===== src/rtl/keypad_encoder.sv =====
// Keypad front end: synchronizes and debounces ten digit buttons, emits digit + one-cycle press pulse.
// Latency: KEY_PRESS rises DEBOUNCE_CYCLES+2 edges after a stable key is first sampled.
// Backpressure: none; presses while ENABLE=0 are ignored, a held key never repeats.
module keypad_encoder #(
  parameter int DEBOUNCE_CYCLES = 4,
  localparam int CNT_W = $clog2(DEBOUNCE_CYCLES + 1)
) (
  input  logic       CLK,
  input  logic       RST_N,
  input  logic       ENABLE,
  input  logic [9:0] KEY_RAW,
  output logic [3:0] ITEM_CODE,
  output logic       KEY_PRESS,
  output logic       MULTI_KEY
);

  typedef enum logic [1:0] {
    IDLE,
    DEBOUNCE,
    PRESSED,
    RELEASE
  } state_t;

  localparam logic [CNT_W-1:0] CNT_MAX = CNT_W'(DEBOUNCE_CYCLES);

  logic [9:0]       s1;
  logic [9:0]       s2;
  state_t           state;
  logic [CNT_W-1:0] cnt;
  logic [3:0]       cand;
  logic [9:0]       cand_onehot;
  logic [3:0]       ones;
  logic [3:0]       idx;
  logic             single;
  logic             chord;

  assign cand_onehot = 10'b1 << cand;

  // Population count and index of the highest set bit of the synchronized vector.
  always_comb begin
    ones = 4'd0;
    idx  = 4'd0;
    for (int i = 0; i < 10; i++) begin
      if (s2[i]) begin
        ones = ones + 4'd1;
        idx  = 4'(i);
      end
    end
  end

  assign single = (ones == 4'd1);
  assign chord  = (ones > 4'd1);

  // Two-flop synchronizer; raw buttons are asynchronous to CLK.
  always_ff @(posedge CLK) begin
    if (!RST_N) begin
      s1 <= '0;
      s2 <= '0;
    end else begin
      s1 <= KEY_RAW;
      s2 <= s1;
    end
  end

  // Chord flag is informational only and lags s2 by one cycle.
  always_ff @(posedge CLK) begin
    if (!RST_N) begin
      MULTI_KEY <= 1'b0;
    end else begin
      MULTI_KEY <= chord;
    end
  end

  // Debounce FSM: press needs DEBOUNCE_CYCLES stable samples, release likewise before re-arming.
  always_ff @(posedge CLK) begin
    if (!RST_N) begin
      state     <= IDLE;
      cnt       <= '0;
      cand      <= 4'd0;
      ITEM_CODE <= 4'd0;
      KEY_PRESS <= 1'b0;
    end else begin
      KEY_PRESS <= 1'b0;
      case (state)
        IDLE: begin
          if (ENABLE && single) begin
            cand  <= idx;
            cnt   <= CNT_W'(1);
            state <= DEBOUNCE;
          end
        end
        DEBOUNCE: begin
          if (!ENABLE || (s2 != cand_onehot)) begin
            cnt   <= '0;
            state <= IDLE;
          end else if (cnt == CNT_MAX) begin
            ITEM_CODE <= cand;
            KEY_PRESS <= 1'b1;
            state     <= PRESSED;
          end else begin
            cnt <= cnt + CNT_W'(1);
          end
        end
        PRESSED: begin
          // Extra keys while held are ignored; only a fully released vector ends the press.
          if (s2 == '0) begin
            cnt   <= CNT_W'(1);
            state <= RELEASE;
          end
        end
        RELEASE: begin
          // Release chatter returns to PRESSED without a new pulse.
          if (s2 != '0) begin
            state <= PRESSED;
          end else if (cnt == CNT_MAX) begin
            state <= IDLE;
          end else begin
            cnt <= cnt + CNT_W'(1);
          end
        end
        default: begin
          state <= IDLE;
          cnt   <= '0;
        end
      endcase
    end
  end

endmodule


===== config.mk =====
export PLATFORM = sky130hd
export DESIGN_NAME = keypad_encoder
export DESIGN_NICKNAME = d
export VERILOG_FILES = /design/src/rtl/keypad_encoder.sv
export SDC_FILE = /design/constraint.sdc
export NUM_CORES = 1
export LEC_CHECK = 0
export ABC_AREA = 1
export BUFFER_PORTS_ARGS = -buffer_cell sky130_fd_sc_hd__buf_4
export CORE_MARGIN = 2
export CORE_UTILIZATION = 49
export CTS_BUF_LIST = sky130_fd_sc_hd__clkbuf_8
export DETAILED_ROUTE_END_ITERATION = 12
export PLACE_DENSITY = 0.71
export SKIP_LAST_GASP = 1
export SYNTH_ARGS = -nofsm -noshare
export SYNTH_HDL_FRONTEND = slang
export SYNTH_SLANG_ARGS = --single-unit

===== constraint.sdc =====
create_clock -name CLK -period 5.4 [get_ports CLK]
set_input_delay 0.27 -clock CLK [delete_from_list [all_inputs] [get_ports CLK]]
set_output_delay 0.27 -clock CLK [all_outputs]
set_load 0.02 [all_outputs]

# After elaboration in Yosys (flattened, before gate mapping)
# Cells that the tools add are included.
[word_totals]
ff_bits = 35
inputBits = 13
output_inout_bits = 6
word_cells = 78
[op_classes]
add_sub_neg = 10
magnitude_cmp = 1
n_eq_ne = 11
shift = 1
n_mux = 33
bitwise = 3
n_reduce_logical = 11
[ops]
columns = ["operator", "n"]
rows = [
  ["$mux 4", 17],
  ["$add 4x1->4 const B", 9],
  ["$mux 3", 5],
  ["$mux 2", 6],
  ["$pmux 3 s4", 1],
  ["$logic_not 10->1", 1],
  ["$ne 10x10->1", 1],
  ["$reduce_bool 10->1", 1],
  ["$shl 1x4->10 const A", 1],
  ["$pmux 2 s4", 1],
  ["$ne 2x2->1 const B", 3],
  ["$ne 3x3->1 const B", 2],
  ["$reduce_and 3->1", 2],
  ["$eq 2x2->1 const B", 2],
  ["$eq 4x1->1 const B", 1],
  ["$gt 4x1->1 const B", 1],
  ["$reduce_and 4->1", 1],
  ["$add 3x1->3 const B", 1],
  ["$eq 3x3->1 const B", 1],
  ["$mux 1", 3],
  ["$not 1->1", 3],
  ["$reduce_or 3->1", 1],
  ["$eq 2x1->1 const B", 1],
  ["$logic_not 2->1", 1],
  ["other kinds (4)", 4],
]

# Depth between registers and ports, before layout
# Gate-level depths: netlist (run 1).
[depth]
ltp_word = 23
mapped_depth = 33
depth_no_buf = 33

# Worst setup path before layout (run 1)
# Ideal clock, no wire load.
[synth_path]
kind = "reg2reg"
start = "register s2[0]"
end = "register cnt[0]"
setup_time_ns = 0.115
t_arrival_ns = 4.205
t_required_ns = 5.285
setup_slack_ns = 1.080
stages_incl_launch_ff = 31
path_buffers = 0
period_less_slack_ns = 4.320
cell_sequence = "dfxtp_1 -> inv_1 -> ha_1 -> inv_2 -> nand2_8 -> nand2_4 -> xnor2_1 -> o21ai_0 -> ha_1 -> or2_1 -> nand2_1 -> nor2_2 -> o31ai_1 -> ha_1 -> nand2_1 -> nand2_2 -> nand3_1 -> inv_1 -> o21ai_0 -> ha_1 -> nand2_1 -> nand2_1 -> ha_1 -> nand2_1 -> o21ai_0 -> nor2_2 -> nand3_2 -> nand2_2 -> nand3_1 -> nand2_1 -> nor2_1"
[synth_via]
elab_chain_len = 23
elab_cells_between_ends = 31
classes_between = "add/sub (9); eq/ne (5); mux (12); reduce/logical (5)"
[synth_rtl]
columns = ["element", "line_no", "text"]
rows = [
  ["start, declared", "27", "logic [9:0] s2;"],
  ["start signal, assigned", "58", "s2 <= '0;"],
  ["start signal, assigned", "61", "s2 <= s1;"],
  ["$mux 1", "44", "if (s2[i]) begin"],
  ["$add 4x1->4", "45", "ones = ones + 4'd1;"],
  ["$mux 4", "44", ""],
  ["$add 4x1->4", "45", ""],
  ["$mux 4", "44", ""],
  ["$add 4x1->4", "45", ""],
  ["$mux 4", "44", ""],
  ["$add 4x1->4", "45", ""],
  ["(+7 left out)", "n/a", ""],
  ["$add 4x1->4", "45", ""],
  ["$mux 4", "44", ""],
  ["$add 4x1->4", "45", ""],
  ["$mux 4", "44", ""],
  ["$eq 4x1->1", "51", "assign single = (ones == 4'd1);"],
  ["$logic_and 1x1->1", "86", "if (ENABLE && single) begin"],
  ["$ne 2x2->1 (no line)", "n/a", ""],
  ["$reduce_and 3->1 (no line)", "n/a", ""],
  ["end signal, assigned", "101", "cnt <= cnt + CNT_W'(1);"],
  ["end signal, assigned", "118", "cnt <= cnt + CNT_W'(1);"],
  ["end, declared", "29", "logic [CNT_W-1:0] cnt;"],
]
# Parallel ways exist; a longest one is shown, timed or not.
# A chain may end at the register's enable or synchronous reset.

# Worst setup path in the final report (run 1)
[layout_path]
start = "register s2[1]"
end = "register cnt[0]"
[layout_via]
elab_chain_len = 21
elab_cells_between_ends = 29
classes_between = "add/sub (8); eq/ne (5); mux (11); reduce/logical (5)"
[layout_rtl]
columns = ["element", "line_no"]
rows = [
  ["$mux 4", "44"],
  ["$add 4x1->4", "45"],
  ["$mux 4", "44"],
  ["$add 4x1->4", "45"],
  ["$mux 4", "44"],
  ["$add 4x1->4", "45"],
  ["$mux 4", "44"],
  ["$add 4x1->4", "45"],
  ["(+5 left out)", "n/a"],
  ["$add 4x1->4", "45"],
  ["$mux 4", "44"],
  ["$add 4x1->4", "45"],
  ["$mux 4", "44"],
  ["$eq 4x1->1", "51"],
  ["$logic_and 1x1->1", "86"],
  ["$ne 2x2->1 (no line)", "n/a"],
  ["$reduce_and 3->1 (no line)", "n/a"],
]
# Parallel ways exist; a longest one is shown, timed or not.

==> summary.md, run 1 <==
| Metric | Value |
|---|---|
| Largest cells by area after synthesis | dfxtp_1, nand2_1, inv_1 |
| Maximum buffer depth of the clock tree | 2 |
| Worst Path Max Fanout | 6 |
| Worst Tran Pin Value | 407 ps |
| Internal Power | 528 uW |
| Crit Path Category | flop to flop |
| Final period util | 87.1% |
| FMAX | 0.213 GHz |
| Final hold slack | roughly 160 ps |
| Register area share after synthesis | 26.4% |
| EDFF count, synth | 0 |
| Worst flop-to-flop path endpoint | cnt[0] |
| Share of cells above drive strength 1 | 20.6% |
| Max-cap violations | 0 |
| I/O pin cnt | 19 |
| Dpl hpwl | 3840 um |
| Synthesized cell area | 2660 um2 |
| Worst hold path class | primary input to flop |
| Inst Count DP | 470 |
| CTS Buf Count | 5 |
| Clock skew | a little under 10 ps |
| Most frequent cell after synthesis | nand2_1 |
| Reg2reg path depth | 30 |
| GRT Overall Usage | 18.0% |
| Worst EP required | 5590 ps |
| CP Launch Type | flop |
| Via total after detailed routing | around 2300 |
| Initial core utilization | 51.4% |
| Crit path depth | 30 |
| Fin. Hold Viols | 0 |
| Crit path DAT | around 4900 ps |
| Root buffer cell | clkbuf_8 |
| Chip Height | 77.6 um |
| DRC errors left | 0 |
| DP Area | roughly 2800 um2 |
| Die W | 77.6 um |
| WL/cell | 10.1 um |
| RSZ-0062 raised after global routing | false |
| Gr ovfl total | 0 |
| First-pass GRT wire length | 8970 um |
| Clk sinks | 35 |
| Combinational share of power | a little under a third |
| TritonRoute pass-1 iters | 4 |
| Clk pwr share | 30.2% |
| Worst vdd ir | 0.287 mV |
| Syn nets | 418 |
| Nets | 433 |
| Antenna Cells | 0 |
| Synth warn | 0 |
| Slew HR | a little over 70% |
| CP max stage cell | ha_1 |
| Die footprint | 6030 um2 |
| Gate Count Post-Synth | 392 |
| Pwr dens | 273 nW/um2 |
| Lkg Pwr | 1.55 nW |
| Final setup fails | 0 |
| Crit path to | cnt[0] |
| Worst setup EP type | flop |
| Row count | 26 |
| Synth Flop Type | dfxtp_1 |
| Sequential share of power | 39.6% |
| GP Congestion | 0.886 |
| Slew Limit Fails | 0 |
| Post-CTS sizing | 0 |
| Switch Pwr | approximately 270 uW |
| Crit path buffers/inverters | 3 |
| Number of global-route vias before repair | 2168 |
| Setup bufs post-CTS | 0 |
| Initial antenna violation count | 0 |
| Crit-path leading delay family | simple AND/OR/NAND/NOR gates |
| Critical Path Source | s2[1] |
| Hold_buf cts | 0 |
| Most used cell, CP | nand2_1 |
| Biggest area consumer among synthesized cells | dfxtp_1 |
| Final min period | 4700 ps |
| Via density per instance | ~4.7 |
| Cell area after layout | between 2000 and 3000 um2 |
| Starting DRT DRC Count | 107 |
| Max incr delay on CP | 370 ps |
| Syn Area/Cell | 6.78 um2 |
| Setup WS post-layout | 697 ps |
| Post-synth ARST share | 0% |
| Status | finished, final reports clean |
| DRT Wirelength | 4820 um |
| Largest net degree at the start of global routing | 32 |
| Post-Layout Cell Count | 478 |
| Yosys cell types | 39 |
| CTS tree | built |
| Reg2Reg Setup Slack | around 700 ps |
| Sw frac | approximately a third |
| Clock transition at the registers of the reported paths | 80 ps |
| Top cells by count, synth | nand2_1, inv_1, dfxtp_1, nand3_1, nor2_1 |
| Total power | around 800 uW |
| Setup_tns | 0 ps |
| RR Startpoint | s2[1] |
| Detail Route Antenna Nets | 0 |
| # port buffers | 18 |
| Clock Latency Late Sink | 290 ps |
| H-Tree Level Count | 2 |
| Core Area | 5170 um2 |
| Area growth from synthesis to layout | 10.1% |
| Seq cells post-synth | 35 |
| Share of the synthesized area in the top cell type | 26.4% |
| Util after Layout | 56.6% |
| Worst slack at placement | 703 ps |
==> worst min path at each step <==
stage | start | end | slack, ps | cells after the start
final | KEY_RAW[3] | s1[3] | 160 | 3
after CTS | KEY_RAW[3] | s1[3] | 160 | 3
after detailed placement | s1[4] | s2[4] | 400 | 2
after global routing | KEY_RAW[5] | s1[5] | 160 | 3
after global placement | s1[7] | s2[7] | 390 | 2
after floorplan | KEY_RAW[0] | s1[0] | 370 | 2
==> flip-flops by register name (all words and copies together) (netlist names) <==
register	flops
ITEM_CODE	4
KEY_PRESS	1
MULTI_KEY	1
cand	4
cnt	3
s1	10
s2	10
state	2
==> layout by cell type (no fill, tap or decap), drive strengths merged <==
cell,count
o21ai,22
o31ai,1
o211ai,1
clkinv,3
xnor2,1
a21oi,18
inv,63
nand4,2
dfxtp,35
clkbuf,6
xor2,4
nor2,33
or2,4
a41oi,2
buf,18
a21boi,2
nor4,3
bufinv,1
nand3,41
a22o,3
o22ai,2
nand2,128
ha,13
nor3,2
==> routing by layer <==
layer	vias to the layer above	GRT usage [%]	wire, um
met5	-	0	0
met4	0	7.32	97
met3	9	2.21	145
met2	35	30.3	2100
met1	953	23.1	2480
li1	1265	-	-
==> final cells by class <==
| cell class | instances | area, um2 |
|---|---|---|
| Clock buffer | 6 | 82.6 |
| Inverter | 65 | 248 |
| Tap cell | 70 | 87.6 |
| Clock inverter | 2 | 35.0 |
| Sequential cell | 35 | 701 |
| Fill cell | 488 | 2250 |
| Multi-Input combinational cell | 282 | 1640 |
| Timing Repair Buffer | 18 | 135 |
==> power groups by stage <==
stage | registers (mW) | logic, mW | clock network (mW)
floorplan | 0.311 | 0.204 | 0
global placement | 0.320 | 0.237 | 0
detailed placement | 0.322 | 0.241 | 0
CTS | 0.316 | 0.242 | 0.246
global route | 0.321 | 0.283 | 0.257
finish | 0.316 | 0.242 | 0.241
==> worst reg2reg max path, delay by kind of cell, from the launching register on <==
kind | cells | cell delay (ps)
DFF | 1 | 360
buffers and inverters | 3 | 250
and+or+nand+nor | 17 | 1670
xor gates and xnor gates | 1 | 120
adders and majority gates | 5 | 1480
AOI/OAI and AO/OA | 4 | 740
==> logic make-up after synthesis <==
family / Yosys count / synth area share, %
AO/OA/AOI/OAI: 51 / 10.9
AND/OR/NAND/NOR: 213 / 42.9
adder cells (fa/ha/maj): 13 / 6.12
flip-flops: 35 / 26.4
XOR/XNOR: 5 / 1.65
buffers and inverters: 75 / 12.0
No activity file was read; power rests on OpenSTA's default activity.
==> run 2, diff against run 1 <==
--- a/config.mk
+++ b/config.mk
@@ -7,11 +7,13 @@
 export LEC_CHECK = 0
 export ABC_AREA = 1
 export BUFFER_PORTS_ARGS = -buffer_cell sky130_fd_sc_hd__buf_4
+export CELL_PAD_IN_SITES_DETAIL_PLACEMENT = 0
+export CELL_PAD_IN_SITES_GLOBAL_PLACEMENT = 1
 export CORE_MARGIN = 2
-export CORE_UTILIZATION = 49
+export CORE_UTILIZATION = 45
 export CTS_BUF_LIST = sky130_fd_sc_hd__clkbuf_8
 export DETAILED_ROUTE_END_ITERATION = 12
-export PLACE_DENSITY = 0.71
+export PLACE_DENSITY = 0.86
 export SKIP_LAST_GASP = 1
 export SYNTH_ARGS = -nofsm -noshare
 export SYNTH_HDL_FRONTEND = slang
==> run 2 against run 1 <==
Compared with the run above: die area rose by 8.4%; total power fell by 7.0%; combinational power barely moved; routed wire length rose by 2.6%; count of clock-buffer cells in the layout did not move; non-clock buffer count did not move; highest routed layer unchanged; setup slack got worse by 23 ps; clock skew fell by 6.5 ps; sequential power barely moved; worst hold slack improved by 6.4 ps; sequential share of layout area rose by 0.23 points.
==> summary.md, run 2 (synthesis results as in run 1) <==
| Metric | Value |
|---|---|
| Status | finished, final reports clean |
| RR Startpoint | s2[1] |
| Final min period | 4730 ps (+22.9 ps) |
| Crit Path Category | flop to flop |
| Max-cap violations | 0 (unchanged) |
| Fin. Hold Viols | 0 (unchanged) |
| Initial antenna violation count | 0 (unchanged) |
| Worst Path Max Fanout | 6 (unchanged) |
| Clock Latency Late Sink | 280 ps (about the same) |
| CTS Buf Count | 5 (unchanged) |
| FMAX | 0.212 GHz (-0.48%) |
| Reg2reg path depth | 30 (unchanged) |
| Share of cells above drive strength 1 | 20.4% (-0.20 points) |
| Hold Crit Depth | 3 (unchanged) |
| Clock skew | 3.20 ps (-6.50 ps) |
| Slew HR | 70.6% (-2.1 points) |
| Final period util | 87.5% (+0.42 points) |
| Crit path DAT | 4900 ps (about the same) |
| Worst slack at placement | 662 ps (-40.9 ps) |
| Total power | 743 uW (-7.0%) |
| Final hold slack | 171 ps (+6.40 ps) |
| First-pass GRT wire length | 9000 um (+0.30%) |
| DRT Wirelength | 4950 um (+2.6%) |
| I/O pin cnt | 19 (unchanged) |
| Row count | 27 (+3.8%) |
| Setup WS post-layout | 674 ps (-22.9 ps) |
| Commonest non-fill, non-tap cells in the layout | nand2_1, inv_1, dfxtp_1, nand3_1, nor2_1 |
| Switch Pwr | 265 uW (-2.4%) |
| Worst Hold End | s1[7] |
| Util after Layout | 51.7% (-4.9 points) |
| Setup_tns | 0 ps (unchanged) |
| Commonest non-fill, non-tap cell in the layout | nand2_1 |
| Via total after detailed routing | 2299 (+1.6%) |
| Most used cell, CP | nand2_1 |
| Maximum buffer depth of the clock tree | 2 (unchanged) |
| Worst EP required | 5580 ps (about the same) |
| Initial core utilization | 47.4% (-4.0 points) |
| Sequential share of power | 42.6% (+3.0 points) |
| Slew Limit Fails | 0 (unchanged) |
| WL/cell | 10.3 um (+2.4%) |
| Core Area | 5610 um2 (+8.4%) |
| Pwr dens | 256 nW/um2 (-6.1%) |
| GP Congestion | 0.854 (-3.7%) |
| Post-CTS sizing | 0 (unchanged) |
| Dpl hpwl | 4060 um (+5.8%) |
| Max incr delay on CP | 370 ps (about the same) |
| Clk sinks | 35 (unchanged) |
| RSZ-0062 raised after global routing | false |
| Gr ovfl total | 0 (unchanged) |
| Reg2Reg Setup Slack | 670 ps (-20 ps) |
| CP max stage cell | ha_1 |
| Top flop regs | s1 (10), s2 (10) |
| Chip Height | 80.8 um (+4.1%) |
| Clk pwr share | 24.6% (-5.6 points) |
| Largest net degree at the start of global routing | 32 (unchanged) |
| Die W | 80.8 um (+4.1%) |
| Combinational share of power | 32.8% (+2.5 points) |
| Antenna Cells | 0 (unchanged) |
| Worst setup EP type | flop |
| Die footprint | 6530 um2 (+8.4%) |
| H-Tree Level Count | 2 (unchanged) |
| Worst vdd ir | 0.217 mV (-25%) |
| Sw frac | 35.6% (+1.7 points) |
| Root buffer cell | clkbuf_8 |
| Worst Tran Pin Value | 438 ps (+30.7 ps) |
| Number of global-route vias before repair | 2113 (-2.5%) |
| Starting DRT DRC Count | 84 (-21%) |
| Via density per instance | 4.80 (+1.4%) |
| CTS tree | built |
| Internal Power | 478 uW (-9.3%) |
| Final setup fails | 0 (unchanged) |
| Detail Route Antenna Nets | 0 (unchanged) |
| # port buffers | 18 (unchanged) |
| Hold path start | KEY_RAW[7] |
| CP Launch Type | flop |
| TritonRoute pass-1 iters | 4 (unchanged) |
| Nets | 433 (unchanged) |
| Worst flop-to-flop path endpoint | cnt[0] |
| Area growth from synthesis to layout | 9.09% |
| Fillers | 584 (+20%) |
| Clock transition at the registers of the reported paths | 70 ps (about the same) |
| Worst hold path class | primary input to flop |
| Lkg Pwr | 1.53 nW (-0.91%) |
| GRT Overall Usage | 17.2% (-0.76 points) |
| Setup bufs post-CTS | 0 (unchanged) |
| Hold_buf cts | 0 (unchanged) |
| DRC errors left | 0 (unchanged) |
-- run 2: changes by cell type in the layout (fill, tap and decap cells not counted) --
cell       delta
bufinv_16     -1
-- run 2: critical path, delay by kind of cell, from the launching register on --
family	cells	cell delay, ps
AO/OA/AOI/OAI	4	760
AND/OR/NAND/NOR	17	1680
adder cells (fa/ha/maj)	5	1490
XOR/XNOR	1	120
buffers and inverters	3	240
flip-flops	1	350
-- run 2: power groups by stage --
stage	combinational [mW]	sequential (mW)	clock [mW]
floorplan	0.204	0.311	0
global placement	0.240	0.321	0
detailed placement	0.244	0.321	0
CTS	0.245	0.316	0.190
global route	0.286	0.322	0.200
finish	0.244	0.317	0.183
-- run 2: worst max-delay path by stage --
stage	to	depth (start not counted)	slack, ps	start
floorplan	cnt[0]	30	1080	s2[0]
global placement	cand[3]	28	790	s2[0]
detailed placement	cnt[0]	30	660	s2[1]
CTS	cand[3]	29	630	s2[1]
global route	cand[3]	29	20	s2[0]
finish	cnt[0]	30	670	s2[1]
-- run 2: cell type report --
cell class / count / area, um2 / area share [%]
clock inverters: 1 / 5.00 / 0.173
flip-flops and latches: 35 / 701 / 24.2
multi-input cells: 282 / 1640 / 56.5
well taps: 72 / 90.1 / 3.11
repair buffers: 18 / 135 / 4.66
clock buffers: 6 / 82.6 / 2.85
inverters: 65 / 248 / 8.55
-- run 2: routing by layer --
metal  vias up  global-route usage, %  part of all wire, %
li1       1271                      -                    -
met1       991                   22.5                   52
met2        31                   29.5                   45
met3         6                   2.33                  2.1
met4         0                   5.08                  1.3
met5         -                      0                    0
-- run 2: through the flow --
stage          cells  cell area [um2]
5_1_grt          479             2900
4_1_cts          479             2900
3_3_place_gp     472             2810
6_report         479             2900
2_1_floorplan    392             2660
3_5_place_dp     472             2810
==> run 3, diff against run 2 <==
--- a/config.mk
+++ b/config.mk
@@ -5,12 +5,11 @@
 export SDC_FILE = /design/constraint.sdc
 export NUM_CORES = 1
 export LEC_CHECK = 0
-export ABC_AREA = 1
 export BUFFER_PORTS_ARGS = -buffer_cell sky130_fd_sc_hd__buf_4
 export CELL_PAD_IN_SITES_DETAIL_PLACEMENT = 0
-export CELL_PAD_IN_SITES_GLOBAL_PLACEMENT = 1
+export CELL_PAD_IN_SITES_GLOBAL_PLACEMENT = 2
 export CORE_MARGIN = 2
-export CORE_UTILIZATION = 45
+export CORE_UTILIZATION = 39
 export CTS_BUF_LIST = sky130_fd_sc_hd__clkbuf_8
 export DETAILED_ROUTE_END_ITERATION = 12
 export PLACE_DENSITY = 0.86
==> run 3 against run 2 <==
Compared with the run above: count of clock-buffer cells in the layout decreased by 1; routed wire length is 8.3% higher; area after synthesis is 4.8% lower; final cell count down 17%; total power up 7.9%; synthesized cell count is 27% lower; critical path type unchanged; largest cell class unchanged.
==> summary.md, run 3 <==
| Metric | Value |
|---|---|
| Status | finished, final reports clean |
| Clk sinks | 35 (unchanged) |
| Crit path DAT | 5320 ps (+420 ps) |
| Critical Path Source | s2[1] |
| Dpl hpwl | 3910 um (-3.9%) |
| Row count | 29 (+7.4%) |
| Register area share after synthesis | 27.7% (+1.3 points) |
| Seq cells post-synth | 35 (unchanged) |
| Share of the synthesized area in the top cell type | 27.7% (+1.3 points) |
| Initial antenna violation count | 0 (unchanged) |
| Most frequent cell after synthesis | dfxtp_1 |
| Nets | 347 (-20%) |
| Yosys cell types | 61 (+56%) |
| Synth warn | 0 (unchanged) |
| Largest cells by area after synthesis | dfxtp_1, ha_1, xnor2_1 |
| DRT Wirelength | 5360 um (+8.3%) |
| Reg2Reg Setup Slack | 300 ps (-380 ps) |
| Core Area | 6310 um2 (+13%) |
| Clock Latency Late Sink | 280 ps (about the same) |
| Starting DRT DRC Count | 117 (+39%) |
| Die footprint | 7150 um2 (+9.4%) |
| Via total after detailed routing | 2068 (-10%) |
| H-Tree Level Count | 2 (unchanged) |
| Worst setup EP type | flop |
| Area growth from synthesis to layout | 24.1% |
| Worst EP required | 5620 ps (+40 ps) |
| CTS tree | built |
| Lkg Pwr | 1.27 nW (-17%) |
| Largest net degree at the start of global routing | 32 (unchanged) |
| Util after Layout | 49.7% (-2.0 points) |
| CP Launch Type | flop |
| Hold_buf cts | 0 (unchanged) |
| Clock skew | 5.67 ps (+2.47 ps) |
| First-pass GRT wire length | 9250 um (+2.8%) |
| Die W | 84.5 um (+4.6%) |
| Gr ovfl total | 0 (unchanged) |
| Top cells by count, synth | dfxtp_1, nor2_1, and2_1, a21oi_1, xnor2_1 |
| GP Congestion | 0.788 (-7.7%) |
| Root buffer cell | clkbuf_8 |
| Share of cells above drive strength 1 | 27.6% (+7.2 points) |
| Via density per instance | 5.18 (+8.0%) |
| Final setup fails | 0 (unchanged) |
| RSZ-0062 raised after global routing | false |
| CP max stage cell | or3_1 |
| Worst hold path class | primary input to flop |
| CTS Buf Count | 5 (unchanged) |
| RR Startpoint | s2[1] |
| # port buffers | 18 (unchanged) |
| Slew Limit Fails | 0 (unchanged) |
| Hold path start | KEY_RAW[9] |
| Gate Count Post-Synth | 287 (-27%) |
| Post-synth ARST share | 0% (unchanged) |
| TritonRoute pass-1 iters | 4 (unchanged) |
| Maximum buffer depth of the clock tree | 2 (unchanged) |
| Worst Path Max Fanout | 5 (-1) |
| Initial core utilization | 40.1% (-7.3 points) |
| Clock transition at the registers of the reported paths | 70 ps (about the same) |
| Final period util | 94.5% (+7.0 points) |
| GRT Overall Usage | 15.7% (-1.5 points) |
| Commonest non-fill, non-tap cell in the layout | buf_4 |
| WL/cell | 13.4 um (+30%) |
| Syn Area/Cell | 8.82 um2 (+30%) |
| Synth Flop Type | dfxtp_1 |
| Top flop regs | s1 (10), s2 (10) |
| Detail Route Antenna Nets | 0 (unchanged) |
| Biggest area consumer among synthesized cells | dfxtp_1 |
| Worst Tran Pin Value | 695 ps (+257 ps) |
| Worst slack at placement | -95.8 ps (-758 ps) |
| Chip Height | 84.5 um (+4.6%) |
| Final min period | 5100 ps (+378 ps) |
| Commonest non-fill, non-tap cells in the layout | buf_4, dfxtp_1, nor2_1, and2_1, a21oi_1 |
| I/O pin cnt | 19 (unchanged) |
| Synthesized cell area | 2530 um2 (-4.8%) |
| Pwr dens | 255 nW/um2 (-0.42%) |
| Worst vdd ir | 0.171 mV (-21%) |
| Fin. Hold Viols | 0 (unchanged) |
| Crit Path Category | flop to flop |
| DRC errors left | 0 (unchanged) |
| Antenna Cells | 0 (unchanged) |
| Max-cap violations | 0 (unchanged) |
| Slew HR | 53.6% (-17 points) |
| Most used cell, CP | ha_4 |
| Number of global-route vias before repair | 1931 (-8.6%) |
| EDFF count, synth | 0 (unchanged) |
| Syn nets | 313 (-25%) |
| FMAX | 0.196 GHz (-7.4%) |
| Max incr delay on CP | 410 ps (+40 ps) |
| Setup WS post-layout | 297 ps (-378 ps) |
[run 3: changes by cell type after synthesis, moves of 14 or more]
| cell | before | now |
|---|---|---|
| and2_1 | 0 | 22 |
| nand2_1 | 101 | 16 |
| xnor2_1 | 1 | 18 |
| nand2_2 | 15 | 1 |
| inv_1 | 57 | 13 |
| nand3_1 | 28 | 4 |
[run 3: cell type report]
| class | instances | area [um2] |
|---|---|---|
| clock buffer | 5 | 68.8 |
| clock inverter | 3 | 43.8 |
| fill | 611 | 3170 |
| inverter | 15 | 56.3 |
| multi-input combinational | 221 | 1850 |
| sequential | 35 | 704 |
| tap | 77 | 96.3 |
| timing repair buffer | 43 | 323 |
[run 3: through the flow]
stage,instances,area (um2),setup TNS [ps],hold slack [ps],total power [mW]
6_report,399,3140,0,188,0.802
5_1_grt,399,3140,0,183,0.853
4_1_cts,399,3040,0,181,0.790
3_5_place_dp,385,2850,-465,418,0.543
3_3_place_gp,385,2850,0,413,0.539
2_1_floorplan,287,2550,0,397,0.477
[run 3: logic make-up (layout without fill, tap and decap cells)]
family | count (synthesis) | in the layout | synth area share [%]
compound gates | 54 | 54 | 15.1
xor+xnor | 31 | 31 | 15.4
fa+ha+maj | 13 | 13 | 6.43
buf+inv | 31 | 66 | 5.00
flops | 35 | 35 | 27.7
mux | 17 | 17 | 7.52
simple gates | 106 | 106 | 22.9
[run 3: power breakdown]
part	total [mW]	switching, mW	internal [mW]	leakage [nW]
Sequential	0.294	0.0210	0.273	0.288
Clock	0.232	0.0950	0.137	0.0581
Combinational	0.276	0.130	0.145	0.921
Total	0.802	0.246	0.555	1.27
[run 3: routing by layer]
| layer | vias up | track usage, % | routed length [um] |
|---|---|---|---|
| li1 | 1060 | - | - |
| met1 | 969 | 22.8 | 2670 |
| met2 | 37 | 24.3 | 2490 |
| met3 | 2 | 2.65 | 167 |
| met4 | 0 | 3.90 | 29 |
| met5 | - | 0 | 0 |
[run 3: worst paths after layout]
kind / depth (start not counted) / to
setup / recovery: 27 / cnt[1]
hold / removal: 2 / s1[9]
hold reg to reg: 1 / s2[7]
setup reg to reg: 27 / cnt[1]
[run 3: worst max-delay path, delay by kind of cell, from the launching register on]
family	cells	cell delay, ps
buffers and inverters	3	220
flip-flops	1	340
AO/OA/AOI/OAI	7	880
adder cells (fa/ha/maj)	5	1070
XOR/XNOR	4	540
multiplexers	4	1070
AND/OR/NAND/NOR	4	890
[run 3: what timing repair did]
item	4_1_cts	5_1_grt
pin swaps	7	8
setup endpoints to repair	7	8
buffers inserted	6	0
gates resized for setup	4	22
